`config.mk`:
```
export PLATFORM = sky130hd
export DESIGN_NAME = pulse_window_counter_flat
export DESIGN_NICKNAME = d
export VERILOG_FILES = /design/src/rtl/pulse_pkg.sv /design/src/rtl/pulse_window_counter_if.sv /design/src/rtl/pulse_edge_detect.sv /design/src/rtl/pulse_window_counter.sv /design/src/flat_wrapper.sv
export SDC_FILE = /design/constraint.sdc
export NUM_CORES = 1
export LEC_CHECK = 0
export ABC_AREA = 1
export CAP_MARGIN = 20
export CORE_ASPECT_RATIO = 0.7
export CORE_UTILIZATION = 50
export CTS_CLUSTER_SIZE = 40
export DETAILED_ROUTE_END_ITERATION = 16
export MAX_ROUTING_LAYER = met4
export PLACE_DENSITY = 0.82
export SLEW_MARGIN = 10
export SYNTH_ARGS = -nofsm -noshare
export SYNTH_HDL_FRONTEND = slang
export SYNTH_HIERARCHICAL = 1
export SYNTH_SLANG_ARGS = --single-unit
export TNS_END_PERCENT = 20
```
`constraint.sdc`:
```
create_clock -name clk -period 1.75 [get_ports clk]
set_input_delay 0.2625 -clock clk [delete_from_list [all_inputs] [get_ports clk]]
set_output_delay 0.2625 -clock clk [all_outputs]
set_load 0.01 [all_outputs]
```
`src/rtl/pulse_pkg.sv`:
```
// Shared types and defaults for the pulse detector / window counter slice.
// Holds the upstream sequence-detector encoding alongside the counter FSM.
package pulse_pkg;

    localparam int PCNT_CNT_W_DEF = 8;
    localparam int PCNT_WIN_DEF   = 1000;

    typedef enum logic {
        IDLE,
        COUNT
    } pcnt_state_t;

    typedef enum logic [1:0] {
        SD_IDLE,
        SD_GOT1,
        SD_GOT10,
        SD_MATCH
    } seqdet_state_t;

endpackage

```
`src/rtl/pulse_window_counter_if.sv`:
```
// Result channel of the window counter: count plus valid/ready handshake
// and the status flags that travel with it.
interface pulse_window_counter_if
    import pulse_pkg::*;
#(
    parameter int CNT_W = PCNT_CNT_W_DEF
);

    logic [CNT_W-1:0] count_out;
    logic             count_valid;
    logic             count_ready;
    logic             saturated;
    logic             overrun;

    modport master (
        output count_out,
        output count_valid,
        output saturated,
        output overrun,
        input  count_ready
    );

    modport slave (
        input  count_out,
        input  count_valid,
        input  saturated,
        input  overrun,
        output count_ready
    );

endinterface

```
`src/rtl/pulse_edge_detect.sv`:
```
// Rising-edge detector: a level held for N cycles yields one pulse.
// Synchronous active-low reset clears the history register.
module pulse_edge_detect (
    input  logic clk,
    input  logic reset,
    input  logic in,
    output logic rise
);

    logic pulse_q;

    always_ff @(posedge clk) begin
        if (!reset) begin
            pulse_q <= 1'b0;
        end else begin
            pulse_q <= in;
        end
    end

    assign rise = in & ~pulse_q;

endmodule

```
`src/rtl/pulse_window_counter.sv`:
```
// Counts detector edges over fixed windows and hands each window's total
// downstream through a one-entry result register with overrun reporting.
module pulse_window_counter
    import pulse_pkg::*;
#(
    parameter int CNT_W      = PCNT_CNT_W_DEF,
    parameter int WIN_CYCLES = PCNT_WIN_DEF,
    parameter int WIN_W      = $clog2(WIN_CYCLES)
) (
    input  logic                   clk,
    input  logic                   reset,
    input  logic                   en,
    input  logic                   pulse_in,
    pulse_window_counter_if.master cnt
);

    localparam logic [CNT_W-1:0] CNT_MAX  = '1;
    localparam logic [WIN_W-1:0] WIN_LAST = WIN_W'(WIN_CYCLES - 1);

    pcnt_state_t      state;
    pcnt_state_t      state_n;
    logic             counting;

    logic             rise;
    logic             bump;
    logic             hit;
    logic             win_end;
    logic             take;

    logic [WIN_W-1:0] timer;
    logic [CNT_W-1:0] acc;
    logic [CNT_W-1:0] acc_inc;
    logic             sat;
    logic             sat_inc;

    logic [CNT_W-1:0] res_cnt;
    logic             res_sat;
    logic             res_vld;
    logic             ovr;

    pulse_edge_detect u_edge (
        .clk   (clk),
        .reset (reset),
        .in    (pulse_in),
        .rise  (rise)
    );

    always_ff @(posedge clk) begin
        if (!reset) begin
            state <= IDLE;
        end else begin
            state <= state_n;
        end
    end

    always_comb begin
        state_n  = state;
        counting = 1'b0;
        unique case (state)
            IDLE: begin
                if (en) begin
                    state_n = COUNT;
                end
            end
            COUNT: begin
                counting = 1'b1;
                if (!en) begin
                    state_n = IDLE;
                end
            end
            default: begin
                state_n = IDLE;
            end
        endcase
    end

    // acc_inc/sat_inc already include this cycle's edge, so at window
    // end they are the closing window's final value.
    assign bump    = counting & rise;
    assign hit     = bump & (acc >= CNT_MAX - CNT_W'(1));
    assign acc_inc = (bump && acc != CNT_MAX) ? acc + CNT_W'(1) : acc;
    assign sat_inc = sat | hit;

    assign win_end = counting & (timer == WIN_LAST);
    assign take    = win_end & (~res_vld | cnt.count_ready);

    always_ff @(posedge clk) begin
        if (!reset || !counting || !en) begin
            timer <= '0;
            acc   <= '0;
            sat   <= 1'b0;
        end else if (win_end) begin
            timer <= '0;
            acc   <= '0;
            sat   <= 1'b0;
        end else begin
            timer <= timer + WIN_W'(1);
            acc   <= acc_inc;
            sat   <= sat_inc;
        end
    end

    always_ff @(posedge clk) begin
        if (!reset) begin
            res_cnt <= '0;
            res_sat <= 1'b0;
            res_vld <= 1'b0;
            ovr     <= 1'b0;
        end else if (win_end) begin
            if (take) begin
                res_cnt <= acc_inc;
                res_sat <= sat_inc;
                res_vld <= 1'b1;
            end else begin
                ovr     <= 1'b1;
            end
        end else if (res_vld && cnt.count_ready) begin
            res_vld <= 1'b0;
        end
    end

    assign cnt.count_out   = res_cnt;
    assign cnt.saturated   = res_sat;
    assign cnt.count_valid = res_vld;
    assign cnt.overrun     = ovr;

endmodule

```
`src/flat_wrapper.sv`:
```
// flat-port wrapper written by rule: the top's interface ports become plain ports
module pulse_window_counter_flat import pulse_pkg::*;
#(
    parameter int CNT_W      = PCNT_CNT_W_DEF,
    parameter int WIN_CYCLES = PCNT_WIN_DEF,
    parameter int WIN_W      = $clog2(WIN_CYCLES)
)
  (clk, reset, en, pulse_in, cnt_count_out, cnt_count_valid, cnt_saturated, cnt_overrun, cnt_count_ready);
  pulse_window_counter_if #(.CNT_W(CNT_W)) cnt_i ();
  input  logic clk;
  input  logic reset;
  input  logic en;
  input  logic pulse_in;
  output wire logic [$bits(cnt_i.count_out)-1:0] cnt_count_out;
  output wire logic [$bits(cnt_i.count_valid)-1:0] cnt_count_valid;
  output wire logic [$bits(cnt_i.saturated)-1:0] cnt_saturated;
  output wire logic [$bits(cnt_i.overrun)-1:0] cnt_overrun;
  input wire logic [$bits(cnt_i.count_ready)-1:0] cnt_count_ready;
  assign cnt_count_out = cnt_i.count_out;
  assign cnt_count_valid = cnt_i.count_valid;
  assign cnt_saturated = cnt_i.saturated;
  assign cnt_overrun = cnt_i.overrun;
  assign cnt_i.count_ready = cnt_count_ready;
  pulse_window_counter #(.CNT_W(CNT_W), .WIN_CYCLES(WIN_CYCLES), .WIN_W(WIN_W)) u_core (.clk(clk), .reset(reset), .en(en), .pulse_in(pulse_in), .cnt(cnt_i));
endmodule
```
==> metrics.txt, run 1 <==
via-per-instance ratio approximately 5; Register-to-Register Path Depth 9; final setup violation count 0; post-synthesis sequential area ratio between 40% and 50%; 1st-iter DRT viols 63; CTS root buffer clkbuf_8; nets between 200 and 250; origin of the worst setup path u_core/acc[1]; largest net degree at the start of global routing 20; worst setup path end u_core/cnt.count_out[2]; Core Rows 16; RSZ-0062 raised after global routing false; HPWL after DPL approximately 2100 um; share of cells above drive strength 1 a little under an eighth; gr usage total 21.68%; I/O Buffers 15; worst-skew pair later-pin latency 280 ps; Final Core Density a little under two thirds; Layout area overhead 19.43%; CP Depth 9; r2r setup slk between 200 and 300 ps; CP max-delay cell dfxtp_1; EDFF count, synth 0; CTS sink cnt 32; number of global-route vias before repair roughly 1000; leakage power around 0.0007 uW; critical path startpoint category flop; Netlist cell types 30; width of the die approximately 67 um; endpoints failing hold 0; max_cap viols 0; Mean Syn Cell Area 7.464 um^2; Non-Filler Instances around 260; GR Overflow Total 0; Post-CTS Hold Buffers 0; Post-Synth Simple-Gate Area a little under two fifths; Synth area leader dfxtp_1; clk buf depth 2; main combinational cell family by area after synthesis simple AND/OR/NAND/NOR gates; synthesized cell area between 1500 and 2000 um^2; dpl cell area between 1500 and 2000 um^2; first-pass GRT wire length 4636 um; terminus of the critical flop-to-flop path u_core/cnt.count_out[2]; Setup TNS Final 0 ps; Post-synth top cells nand2_1, dfxtp_1, nor2_1; crit path cell chain ha_1 -> nand3_1 -> inv_2 -> a21oi_1 -> buf_4 -> nand2_1 -> nand2_1 -> nor2_1 -> nor2_1; DRT Wirelength 2912 um; DRC errors left 0; Post-Place Cells 255; clock skew 5.130 ps; endpoint class of the critical path flop; Peak VDD IR around 0.46 mV; average wire per standard cell approximately 11 um; top post-synthesis cells by area dfxtp_1, nand2_1, nor2_1; Die ar. between 3000 and 4000 um^2; crit path DAT between 1500 and 2000 ps; Req. time, crit path roughly 1900 ps; Tcrit/Tclk final between 80% and 90%; Synth Flop Type dfxtp_1; status finished, final reports clean; most common cell in the synthesized netlist nand2_1; Setup Buffers After CTS 0; CTS tree yes; Yosys top cell area share 42.70%; Initial Utilization 53.15%; mux share of post-synthesis cell area 0%; initial antenna violation count 0; routability congestion estimate 0.8174; worst slew pin tran 309.5 ps; # IOs 16; post-route cell area roughly 1800 um^2; Slew headroom between 70 and 80%; Total Power ~1300 uW; via count 1305; Tmin final around 1500 ps; family with the most delay on the worst path flip-flops; Bufs and invs on worst path 2; RR Startpoint u_core/acc[1]; max-slew violation count 0; core footprint ~2800 um^2; CP max FO 6; adder-cell area share of the yosys netlist between 2 and 3%; synth warn 6; pwr dens 722.8 nW/um^2; HP Class reg -> reg; Die H between 40 and 50 um; # diodes 0; Clock H-tree levels 2; critical path's largest stage delay between 400 and 500 ps; number of CTS-inserted buffers 5; post-cts resize count 0; Cells after Synth around 200; synthesized-area fraction occupied by xor and xnor cells approximately 1.8%; Crit Path Class reg -> reg; Post-synth ARST share 0%; Synthesized Nets around 210; Routed Antenna Nets 0; Fmax just under 700 MHz; Synth Register Bits 32; 1st-pass router iterations 4; Clock Pin Slew Worst Setup and Hold Paths around 60 ps; Synth Area in Compound Gates a little under a tenth
kinds of logic (layout without fill, tap and decap cells):
| kind of cell | after synthesis | after routing |
|---|---|---|
| and+or+nand+nor | 111 | 111 |
| DFF | 32 | 32 |
| AOI/OAI and AO/OA | 27 | 27 |
| buffers and inverters | 25 | 50 |
| adders and majority gates | 3 | 3 |
| xor gates and xnor gates | 3 | 3 |
where the power goes:
| group | total [uW] | switching (uW) | internal, uW | leakage [uW] |
|---|---|---|---|---|
| Clock | 523 | 254 | 270 | 0.0000410 |
| Combinational | 37.6 | 21.3 | 16.2 | 0.000400 |
| Sequential | 734 | 2.59 | 732 | 0.000258 |
routing by layer:
layer,vias to the layer above,global-route usage (%),wire length [um]
li1,691,-,-
met1,575,29.25,1533
met2,31,28.12,1131
met3,8,6.429,182
met4,0,12.77,64
met5,-,-,0
cell usage in the layout (no fill, tap or decap), types with 2 or more instances in the layout:
cell / Yosys / final
nand3_4: 2 / 2
nor3_1: 2 / 2
nor2_1: 28 / 28
xnor2_1: 2 / 2
nand4_1: 2 / 2
clkdlybuf4s50_1: 0 / 15
dfxtp_1: 32 / 32
buf_4: 0 / 4
nand2_1: 50 / 50
clkbuf_8: 0 / 5
inv_2: 3 / 3
o21ai_0: 2 / 2
ha_1: 3 / 3
nor2_4: 3 / 3
nand3_1: 10 / 10
a21oi_1: 15 / 15
nand2_2: 2 / 2
o21ai_1: 7 / 7
nor3b_1: 3 / 3
or2_1: 2 / 2
inv_1: 21 / 21
worst register-to-register path: stages (launching register included):
cell and delay [ps]:
dfxtp_1 420, ha_1 220, nand3_1 120, inv_2 110, a21oi_1 70, buf_4 160, nand2_1 70, nand2_1 50
nor2_1 100, nor2_1 60
how the worst min path moves through the flow:
stage | startpoint | cells past startpoint | slack (ps) | end
after floorplan | pulse_in | 2 | 360 | u_core/u_edge/pulse_q
after global placement | u_core/sat | 2 | 440 | u_core/sat
after detailed placement | u_core/sat | 2 | 450 | u_core/sat
after CTS | u_core/sat | 2 | 460 | u_core/sat
after global routing | u_core/sat | 2 | 500 | u_core/sat
final | u_core/sat | 2 | 460 | u_core/sat
metrics by stage:
stage,worst slack [ps],hold slack [ps]
after floorplan,400.5,356.0
after global placement,151.0,444.1
after detailed placement,79.92,448.9
after CTS,261.2,458.1
after global routing,118.6,495.8
final,262.6,456.0
layout make-up:
type,instances,area (um^2)
tap,36,45.04
sequential,32,640.6
fill,278,1031
clock buffer,6,72.57
inverter,24,90.09
timing repair buffer,19,180.2
multi-input combinational,144,758.2
clock inverter,1,5.005
state kept, by name, indices dropped and copies added, names as in the netlist:
| name | flops |
|---|---|
| u_core/u_edge/pulse_q | 1 |
| u_core/cnt.overrun | 1 |
| u_core/sat | 1 |
| u_core/timer | 10 |
| u_core/cnt.count_valid | 1 |
| u_core/cnt.count_out | 8 |
| u_core/cnt.saturated | 1 |
| u_core/acc | 8 |
| u_core/state | 1 |
(Power assumes the default switching activity.)
==> inputs of run 2 (changes only) <==
clock period = 1.43 ns   (was 1.75 ns; I/O delays follow)
==> metrics.txt, run 2 (synthesis gave the netlist of run 1 again) <==
clk buf depth 2; post-route cell area 1936 um^2; number of fill cells about 230; Largest Register u_core/timer; Layout area overhead 29.02%; Comb pwr share approximately 3.0%; commonest non-fill, non-tap cells in the layout nand2_1, dfxtp_1, nor2_1, inv_1; Bufs and invs on worst path 1; met3 usage 7.143%; Switching Share 21.78%; via-per-instance ratio a little under 5; crit path cell chain clkdlybuf4s50_1; Post-CTS Hold Buffers 0; max_cap viols 0; endpoints failing hold 0; GR Overflow Total 0; crit path DAT around 1200 ps; CP max FO 2; DRT Wirelength around 3200 um; Crit Path Class reg -> out; status finished, final reports clean; # IOs 16; I/O Buffers 15; width of the die between 60 and 70 um; Clk network pwr share between 40% and 50%; Tcrit/Tclk final between 90% and 100%; share of cells above drive strength 1 19.75%; 1st-pass router iterations 4; leakage power approximately 0.00078 uW; Die H around 48 um; via count approximately 1300; HPWL after DPL between 2000 and 2500 um; Setup TNS Final 0 ps; GRT met1 Usage approximately 30%; critical path startpoint category flop; Tmin final ~1400 ps; CTS root buffer clkbuf_8; average wire per standard cell approximately 12 um; Flop pwr share ~56%; clock skew between 7 and 8 ps; Die ar. ~3200 um^2; worst-skew pair later-pin latency around 280 ps; final worst setup slack 57.90 ps; pre-CTS setup slack -167.4 ps; CP max-delay cell clkdlybuf4s50_1; Global Route met2 Usage between 30 and 40%; worst slew pin tran between 200 and 300 ps; dpl cell area 1794 um^2; Psw between 300 and 400 uW; Slew headroom between 80% and 90%; nets ~250; initial antenna violation count 0; Final Core Density 68.57%; HP Class reg -> reg; Clock H-tree levels 2; register area around 650 um^2; Fmax 728.8 MHz; core footprint approximately 2800 um^2; DRC errors left 0; max reg flops 10; Core Rows 16; first-pass GRT wire length 5050 um; Routed Antenna Nets 0; number of CTS-inserted buffers 5; area of the multi-input gates slightly below 800 um^2; most common cell after layout, fill and taps aside nand2_1; endpoint class of the critical path primary output; Clock Pin Slew Worst Setup and Hold Paths 60 ps; routability congestion estimate ~0.85; largest net degree at the start of global routing 20; family with the most delay on the worst path buffers and inverters; 1st-iter DRT viols 58; final setup violation count 0; GRT busiest layer met2; Initial Utilization a little over half; gr usage total a little under a quarter; pwr dens between 800 and 900 nW/um^2; CTS sink cnt 32; Peak VDD IR a little under 0.7 mV; # diodes 0; critical path's largest stage delay approximately 540 ps; CTS tree yes; max-slew violation count 0; Req. time, crit path approximately 1200 ps; internal power between 1000 and 1500 uW; number of global-route vias before repair between 1000 and 1500
-- run 2: cell types whose count changed in the layout (fill, tap and decap cells not counted), moves of 2 or more --
cell and change:
buf_4 +11, dfxtp_1 -4, dfxtp_2 +4, ha_1 -2, nor2_1 -2, nor2_2 +2
-- run 2: repair_timing --
item,in CTS,in global routing
gates resized for setup,0,12
setup buffers,0,3
endpoints found under the setup margin,0,21
-- run 2: metrics by stage --
stage,instances,hold WS [ps],power (uW)
2_1_floorplan,201,308.0,939.1
3_3_place_gp,264,440.6,964.8
3_5_place_dp,264,445.7,965.7
4_1_cts,271,455.9,1616
5_1_grt,274,485.1,1673
6_report,274,456.4,1594
-- run 2: final timing paths --
check / from / end / slack (ps) / depth (start not counted)
min reg2reg: u_core/sat / u_core/sat / 460 / 2
max reg2reg: u_core/acc[1] / u_core/cnt.count_out[3] / 80 / 9
min: u_core/sat / u_core/sat / 460 / 2
max: u_core/cnt.saturated / cnt_saturated / 60 / 1
-- run 2: routing by layer --
metal	vias up	share of wire (%)
li1	715	-
met1	597	53
met2	26	42
met3	2	4.3
met4	0	0.44
met5	-	0
-- run 2: worst min-delay path: stages (launching register included) --
cell and delay, ps:
dfxtp_1 300, inv_1 60, a21oi_1 50
-- run 2: cell type report --
| cell class | instances | share of cell area [%] |
|---|---|---|
| Tap cell | 36 | 2.327 |
| Sequential cell | 32 | 33.35 |
| Inverter | 24 | 4.654 |
| Multi-Input combinational cell | 144 | 40.92 |
| Clock inverter | 1 | 0.2586 |
| Timing Repair Buffer | 31 | 14.74 |
| Clock buffer | 6 | 3.749 |
-- run 2: power groups by stage --
stage	clock (uW)	combinational, uW	sequential (uW)
floorplan	0	20.9	918
global placement	0	46.5	918
detailed placement	0	47.1	919
CTS	669	47.8	899
global route	721	53.3	899
finish	647	48.2	899
==> inputs of run 3 (changes only) <==
CORE_MARGIN = 10   (was unset)
RECOVER_POWER = 100   (was unset)
==> metrics.txt, run 3 (synthesis gave the netlist of run 1 again) <==
share of cells above drive strength 1 a little under a fifth; Post-Place Cells around 260; via count about 1300; crit path DAT approximately 1200 ps; Setup TNS Final 0 ps; commonest non-fill, non-tap cells in the layout nand2_1, dfxtp_1, nor2_1, inv_1, a21oi_1; first-pass GRT wire length ~5300 um; critical path's largest stage delay about 540 ps; Register-to-Register Path Depth 8; largest net degree at the start of global routing 20; Tcrit/Tclk final around 96%; Switching Share 20.03%; worst-skew pair later-pin latency around 280 ps; max_cap viols 0; family with the most delay on the worst path buffers and inverters; 1st-iter DRT viols between 100 and 150; Req. time, crit path 1220 ps; status finished, final reports clean; endpoints failing hold 0; initial antenna violation count 0; crit path cell chain clkdlybuf4s50_1; Tmin final 1372 ps; Initial Utilization a little over half; Crit Path Class reg -> out; Die H between 60 and 70 um; # IOs 16; Flop pwr share between 50 and 60%; DRC errors left 0; Fmax between 700 and 800 MHz; RSZ-0062 raised after global routing true; clock skew ~2.9 ps; number of global-route vias before repair roughly 1200; width of the die around 85 um; pwr dens roughly 900 nW/um^2; routability congestion estimate 0.8672; I/O Buffers 15; Die ar. about 5600 um^2; Layout area overhead 28.19%; clk buf depth 2; CP max-delay cell clkdlybuf4s50_1; pre-CTS setup slack -129.3 ps; worst slew pin tran 258.0 ps; Peak VDD IR around 0.53 mV; Clock H-tree levels 2; Routed Antenna Nets 0; leakage power roughly 0.00076 uW; final worst setup slack roughly 58 ps; dpl cell area ~1800 um^2; Largest Register u_core/timer; CP max FO 2; number of fill cells 259; DRT Wirelength approximately 3200 um; via-per-instance ratio slightly below 5; Bufs and invs on worst path 1; critical path startpoint category flop; final setup violation count 0; Clk network pwr share between 40% and 50%; GR Overflow Total 0; Post-CTS Hold Buffers 0; CTS root buffer clkbuf_8; 1st-pass router iterations 4; post-route cell area slightly below 2000 um^2; CTS sink cnt 32; nets 244; Slew headroom between 80 and 90%; CP Depth 1; HP Class reg -> reg; Core Rows 16; internal power 1346 uW; endpoint class of the critical path primary output; number of CTS-inserted buffers 5; WHS Path Cells 2; Psw ~340 uW; Clock Pin Slew Worst Setup and Hold Paths approximately 60 ps; HPWL after DPL between 2000 and 2500 um; average wire per standard cell ~12 um; # diodes 0; most common cell after layout, fill and taps aside nand2_1; Comb pwr share approximately 3.0%; max-slew violation count 0; hold slack roughly 470 ps; core footprint ~2800 um^2; gr usage total between 10 and 15%; Non-Filler Instances 272; max reg flops 10; CTS tree yes
## run 3: cell count changes in the layout (fill, tap and decap cells not counted), sizes merged
cell	before	now
buf	16	14
clkbuf	6	8
clkdlybuf4s50	14	13
clkinv	1	0
dlygate4sd3	0	1
dlymetal6s2s	1	0
## run 3: timing repair
action                     4_1_cts  5_1_grt
buffers inserted                 0        2
resized for setup                0       10
setup endpoints to repair        0       13
## run 3: cell type report
type	instances	area (um^2)	area share, %
multi-input combinational	144	787.0	40.92
sequential	32	643.1	33.44
timing repair buffer	29	261.5	13.60
clock buffer	7	96.34	5.010
inverter	24	90.09	4.684
tap	36	45.04	2.342
## run 3: through the flow
| stage | power (uW) | util [%] |
|---|---|---|
| 2_1_floorplan | 939.1 | - |
| 3_3_place_gp | 966.9 | 62.85 |
| 3_5_place_dp | 967.4 | 62.85 |
| 4_1_cts | 1700 | 66.24 |
| 5_1_grt | 1748 | 67.65 |
| 6_report | 1683 | 67.65 |
## run 3: power groups by stage
stage / Combinational [uW] / Sequential [uW] / Clock, uW
2_1_floorplan: 20.9 / 918 / 0
3_3_place_gp: 50.0 / 917 / 0
3_5_place_dp: 50.3 / 917 / 0
4_1_cts: 50.6 / 897 / 752
5_1_grt: 54.5 / 897 / 796
6_report: 49.9 / 897 / 736
## run 3: path summary, 6_finish.rpt
kind	startpoint	endpoint	slack, ps
setup reg to reg	u_core/timer[0]	u_core/cnt.count_out[2]	80
setup / recovery	u_core/cnt.count_out[1]	cnt_count_out[1]	60
hold / removal	u_core/sat	u_core/sat	470
hold reg to reg	u_core/sat	u_core/sat	470
## run 3: routing by layer
metal / vias up / part of all wire, % / routed length (um) / track usage [%]
met3: 4 / 8.4 / 266 / 6.527
met4: 0 / 0.67 / 21 / 3.689
met5: - / 0 / 0 / -
li1: 705 / - / - / -
met2: 35 / 38 / 1192 / 16.42
met1: 563 / 53 / 1676 / 15.05
